[config.mk]
export PLATFORM = sky130hd
export DESIGN_NAME = m_ifetch_queue
export DESIGN_NICKNAME = d
export VERILOG_FILES = /design/src/rtl/m_ifetch_queue.sv
export SDC_FILE = /design/constraint.sdc
export NUM_CORES = 1
export LEC_CHECK = 0
export ABC_AREA = 1
export CAP_MARGIN = 20
export CELL_PAD_IN_SITES_DETAIL_PLACEMENT = 0
export CELL_PAD_IN_SITES_GLOBAL_PLACEMENT = 1
export CORE_ASPECT_RATIO = 0.5
export CORE_MARGIN = 2
export CORE_UTILIZATION = 40
export CTS_CLUSTER_SIZE = 40
export DETAILED_ROUTE_END_ITERATION = 6
export DONT_BUFFER_PORTS = 1
export PLACE_DENSITY = 0.74
export SLEW_MARGIN = 10
export SYNTH_ARGS = -nofsm -noshare
export SYNTH_HDL_FRONTEND = slang
export SYNTH_SLANG_ARGS = --single-unit
[constraint.sdc]
create_clock -name w_clock -period 4.87 [get_ports w_clock]
set_input_delay 0.974 -clock w_clock [delete_from_list [all_inputs] [get_ports w_clock]]
set_output_delay 0.974 -clock w_clock [all_outputs]
set_load 0.02 [all_outputs]
[src/rtl/m_ifetch_queue.sv]
// Instruction-fetch front end. It owns the fetch PC and issues reads to a
// one-cycle-latency instruction memory. Returned words are queued together
// with their PCs and handed to decode over a valid/ready handshake. A
// redirect flushes the queue and restarts fetch at a new PC.
module m_ifetch_queue #(
    parameter int          DEPTH    = 4,
    parameter logic [31:0] RESET_PC = 32'h0
) (
    input  logic        w_clock,
    input  logic        w_rst_n,
    output logic        w_imem_req,
    output logic [31:0] w_imem_addr,
    input  logic [31:0] w_imem_rdata,
    output logic        w_valid,
    output logic [31:0] w_ir,
    output logic [31:0] w_pc,
    input  logic        w_ready,
    input  logic        w_redirect,
    input  logic [31:0] w_redirect_pc
);

    localparam int AW = (DEPTH > 1) ? $clog2(DEPTH) : 1;
    localparam int CW = AW + 1;

    typedef struct packed {
        logic [31:0] ir;
        logic [31:0] pc;
    } entry_t;

    entry_t         q_mem [DEPTH];
    logic [31:0]    fetch_pc_q, fetch_pc_d;
    logic [31:0]    issue_pc_q, issue_pc_d;
    logic [CW-1:0]  count_q, count_d;
    logic [AW-1:0]  wr_ptr_q, wr_ptr_d;
    logic [AW-1:0]  rd_ptr_q, rd_ptr_d;
    logic           inflight_q, inflight_d;
    logic           drop_q, drop_d;
    logic [CW:0]    occupancy;
    logic           push, pop;

    // Entries held plus the one that may still be returning; a new request
    // is issued only when a slot is guaranteed for its data.
    assign occupancy   = {1'b0, count_q} + {{CW{1'b0}}, inflight_q};
    assign w_imem_req  = w_rst_n & ~w_redirect & (occupancy < (CW+1)'(DEPTH));
    assign w_imem_addr = fetch_pc_q;

    // A response that lands during a redirect, or belongs to a flushed
    // request, is thrown away.
    assign push    = inflight_q & ~drop_q & ~w_redirect;
    assign pop     = w_valid & w_ready;
    assign w_valid = w_rst_n & (count_q != '0);
    assign w_ir    = w_valid ? q_mem[rd_ptr_q].ir : 32'h0;
    assign w_pc    = w_valid ? q_mem[rd_ptr_q].pc : 32'h0;

    // Next-state: redirect flushes everything, otherwise push/pop/issue.
    always_comb begin
        fetch_pc_d = fetch_pc_q;
        issue_pc_d = issue_pc_q;
        count_d    = count_q;
        wr_ptr_d   = wr_ptr_q;
        rd_ptr_d   = rd_ptr_q;
        inflight_d = w_imem_req;
        drop_d     = 1'b0;
        if (w_imem_req) begin
            fetch_pc_d = fetch_pc_q + 32'd4;
            issue_pc_d = fetch_pc_q;
        end
        if (w_redirect) begin
            count_d    = '0;
            wr_ptr_d   = '0;
            rd_ptr_d   = '0;
            fetch_pc_d = {w_redirect_pc[31:2], 2'b00};
            drop_d     = inflight_q | w_imem_req;
        end else begin
            if (push) wr_ptr_d = wr_ptr_q + AW'(1);
            if (pop)  rd_ptr_d = rd_ptr_q + AW'(1);
            if (push && !pop)      count_d = count_q + CW'(1);
            else if (pop && !push) count_d = count_q - CW'(1);
        end
    end

    // Control state with synchronous active-low reset.
    always_ff @(posedge w_clock) begin
        if (!w_rst_n) begin
            fetch_pc_q <= RESET_PC;
            issue_pc_q <= RESET_PC;
            count_q    <= '0;
            wr_ptr_q   <= '0;
            rd_ptr_q   <= '0;
            inflight_q <= 1'b0;
            drop_q     <= 1'b0;
        end else begin
            fetch_pc_q <= fetch_pc_d;
            issue_pc_q <= issue_pc_d;
            count_q    <= count_d;
            wr_ptr_q   <= wr_ptr_d;
            rd_ptr_q   <= rd_ptr_d;
            inflight_q <= inflight_d;
            drop_q     <= drop_d;
        end
    end

    // Queue storage; contents need no reset since count gates visibility.
    always_ff @(posedge w_clock) begin
        if (w_rst_n && push) q_mem[wr_ptr_q] <= '{ir: w_imem_rdata, pc: issue_pc_q};
    end

endmodule

# --- Word-level counts from Yosys, hierarchy flattened ---
# Memory sizes are Yosys's and may differ from the RTL's. A register that Yosys moved wholly into a read port is not among the register bits.
# Cells that the tools add are included.
totals:
  in_bits: 68
  word_cells: 46
  reg_bits: 73
  mem_bits_rw: 256
  mem_count: 1
mem_list:
  columns: ["memory", "depth", "width", "rd", "rd_clocked_by_memory_dff", "write_ports", "line", "text"]
  rows:
  - ["q_mem", 4, 64, 1, 1, 1, "30", "entry_t q_mem [DEPTH];"]
op_classes:
  n_addsub: 6
  reduce_logical: 10
  order_cmp: 1
  bitwise_logic: 10
  muxes: 10
ops:
  columns: ["cell", "n"]
  rows:
  - ["two-way mux 32 bit", 4]
  - ["adder 32 x 3 -> 32 bit, second input constant", 1]
  - ["bitwise AND 1 bit", 6]
  - ["two-way mux 3 bit", 2]
  - ["adder 2 x 1 -> 2 bit, second input constant", 2]
  - ["adder 3 x 1 -> 4 bit", 1]
  - ["< comparator 4 x 3 -> 1 bit, second input constant", 1]
  - ["two-way mux 2 bit", 2]
  - ["nonzero test 2 bit", 2]
  - ["adder 3 x 1 -> 3 bit, second input constant", 1]
  - ["logical AND 1 bit", 3]
  - ["inverter 1 bit", 3]
  - ["nonzero test 3 bit", 1]
  - ["subtractor 3 x 1 -> 3 bit, second input constant", 1]
  - ["logical NOT 1 bit", 2]
  - ["two-way mux 1 bit", 2]
  - ["AND reduction 2 bit", 1]
  - ["OR reduction 2 bit", 1]
  - ["OR 1 bit", 1]

# --- Longest topological paths before layout ---
logic_depth:
  word_depth: 7
  mapped_depth: 11
  ltp_nobuf: 11

# --- Worst setup path after synthesis ---
# Ideal clock, no wire load.
synth_timing:
  kind: "input-to-reg"
  startpoint: "input port w_rst_n"
  endpoint: "memory q_mem[0][10] (netlist bit), enable pin"
  arrival_ps: 3871
  path_buffers: 0
  path_slack_ps: 517
  path_stages: 4
  path_cell_list: "inv_2 -> nor2_4 -> nand2_1 -> nor2_1"
synth_between:
  elab_chain_cells: 3
synth_lines:
  columns: ["item", "line", "text"]
  rows:
  - ["start, declared", "10", "input logic w_rst_n,"]
  - ["logical AND 1 bit", "105", "if (w_rst_n && push) q_mem[wr_ptr_q] <= '{ir: w_imem_rdata, pc: issue_pc_q};"]
  - ["two-way mux 1 bit", "105", null]
  - ["two-way mux 1 bit (not written as such)", "105", null]
  - ["end, declared", "30", null]
# Every way passes these cells.

==> impl_metrics.toml <==
[global_routing]
grtUsageTotal = 0.1838
grt_max_degree = 67
antenna_found_initial = 0
grt_pass1_vias = 8940
overflow = 0
grt_pass1_wl_mm = 49.62

[synthesis]
netlist_area_mm2 = 0.01328
ys_async_sr_fraction = 0
ys_types = 34
synth_flop_cell = "edfxtp_1"
synth-seq-cells = 319
synth_top_area_frac = 0.5608
seq_area_frac_synth = 0.6679
syn_avg_cell_area_um2 = 10.04
synth_cells = 1322
synth_area_leaders = "edfxtp_1, dfxtp_1, nor2_1"
synth_area_leader_cell = "edfxtp_1"
synth_edf_count = 248
ys_warn_count = 0

[final_layout]
fin_nets = 1411
drive_gt1_frac = 0.07664
fill_cells = 3042
area_delta_synth_final_pct = 11.93
antenna_cells = 0
fin_cells = 1798

[placed_design]
portBuffers = 0
place_congestion = 0.8279
dp.cells = 1745
dp_hpwl_mm = 19.80

[clock_network]
cts_buffers = 30
postCtsSetupBuffers = 0
clock_tree.root_cell = "clkbuf_16"
cts.path.max_buffers = 3
clkTransAtPathRegs_ns = 0.07
cts_hold_buf = 0
cts_resized = 0
numClockSinks = 319
clkLatencyLatePin_ns = 0.56
htree_num_levels = 1
cts_tree = "yes"

[setup_path]
reg2reg_slack_ns = 2.59
r2r_cells = 9
cp_max_fo = 66
critPathKind = "register to primary output"
cp_data_arrival_time_ns = 2.96
cp.required_ns = 3.90
crit_path_start_kind = "register"
worstReg2RegEnd = "count_q[1]"
timing.rr.start = "count_q[0]"
setup.worst_path.end_class = "primary output"

[timing]
relSlewSlack = 0.2929
drv_slew = 0
fmax_mhz = 254.3
rsz0062_at_grt = "no"
tightest_slew_ns = 1.059
skew_ns = 0.02534
post-route-min-period_ns = 3.932
finalHoldViolations = 0
post-route-period-util = 0.8074
finalSetupViolCount = 0
tns_ns = 0

[worst_hold_path]
hp-class = "register to register"
min_from = "count_q[2]"
worstHoldPathCells = 1
min_to = "count_q[2]"

[pwr]
leakage_nw = 5.362
pwr-share-seq = 0.558
vdd_ir_drop_max_mv = 0.1801
pwr_density_cell_mw_per_mm2 = 367.7
p_int_w = 0.004254
clockPowerShare = 0.402
p_comb_frac = 0.040
switching_share = 0.2215
switching_power_w = 0.001210

[drt]
route.vias.total = 9280
drcViolationCount = 0
wl_per_cell_um = 18.06
routed_wl_mm = 32.48
vias_per_cell = 5.161
drt_iter0_drc = 678
ant_nets = 0
dr.pass1.iters = 5

[floorplanning]
die_area_mm2 = 0.03476
die_x_um = 261.7
fp.dieH_um = 132.8
ios = 166
core_area_mm2 = 0.03287
rows = 47
start_util = 0.4040

[run]
cap_viol_max_count = 0

[status]
status = "complete, no violations"
## cells in the mapped netlist, drive strengths merged (2+ instances only)
library cell / instances
o21ai: 156
o211ai: 2
a31oi: 3
dfxtp: 71
a211oi: 6
inv: 83
nor3: 8
nand2: 147
nand3b: 7
ha: 6
clkbuf: 48
a21oi: 102
xor2: 3
buf: 24
nand3: 49
nand4: 5
nor2: 344
edfxtp: 248
## cell families after synthesis
logic type / Yosys count / synth area share
adders and majority gates: 7 / 0.007161
and+or+nand+nor: 563 / 0.1695
buffers and inverters: 156 / 0.04787
xor gates and xnor gates: 3 / 0.001979
AOI/OAI and AO/OA: 273 / 0.1053
DFF: 319 / 0.6679
other: 1 / 0.0002824
## cell usage in the layout (no fill, tap or decap), drive strengths merged, types with 7 or more instances in the layout
cell / instances
nand3b: 7
buf: 51
nor2: 344
clkinv: 13
dfxtp: 71
nand2: 147
a21oi: 102
inv: 84
clkbuf: 38
edfxtp: 248
nand3: 49
nor3: 8
o21ai: 156
## how the worst max path moves through the flow
stage	slack, ns	start	depth (start not counted)	to
finish	0.94	register	5	w_ir[14]
global route	0.76	register	5	w_ir[14]
CTS	0.89	register	5	w_ir[14]
detailed placement	1.41	w_rst_n	6	w_pc[12]
global placement	1.44	w_rst_n	6	w_pc[12]
floorplan	0.52	w_rst_n	4	q_mem[0][10]
## registers in the layout (all words and copies together) (netlist names), named ones only
name,flops
count_q,3
q_mem,248
wr_ptr_q,2
inflight_q,1
w_imem_addr,30
rd_ptr_q,2
issue_pc_q,30
drop_q,1
## critical path, stage by stage, from the launching register on
cell	delay [ns]
dfxtp_4	0.78
buf_4	0.70
nor2_1	0.11
nor2_1	0.11
o21ai_0	0.10
a21oi_1	0.54
## stage by stage
step / hold slack [ns] / setup slack (ns) / area [µm²] / total power, W / util
global route: 0.4794 / 0.7620 / 14860 / 0.005651 / 0.4521
floorplan: 0.4217 / 0.5167 / 13290 / 0.003254 / -
finish: 0.4494 / 0.9381 / 14860 / 0.005464 / 0.4521
detailed placement: 0.4456 / 1.414 / 13950 / 0.003328 / 0.4244
CTS: 0.4554 / 0.8886 / 14860 / 0.005530 / 0.4521
global placement: 0.4324 / 1.438 / 13930 / 0.003320 / 0.4238
## power groups by stage
stage	Clock, W	Sequential, W	Combinational, W
after floorplan	0	0.00309	0.000169
after global placement	0	0.00311	0.000213
after detailed placement	0	0.00311	0.000218
after CTS	0.00226	0.00305	0.000220
after global routing	0.00235	0.00306	0.000246
final	0.00220	0.00305	0.000218
## metal layers
layer  routed length (µm)  up-vias  GRT usage
li1                     -     4515          -
met3                 1899       56    0.03640
met5                    0        -          0
met4                  796        0    0.04893
met2                15540      232     0.3033
met1                14250     4477     0.2486
## layout make-up
class,count,area [µm²],share of cell area
clock buffer,38,802.0,0.05396
sequential,319,8874,0.5970
multi-input combinational,850,3816,0.2568
tap,441,551.8,0.03712
inverter,84,315.3,0.02121
timing repair buffer,51,395.4,0.02660
clock inverter,15,108.9,0.007324
(Power assumes the default switching activity.)
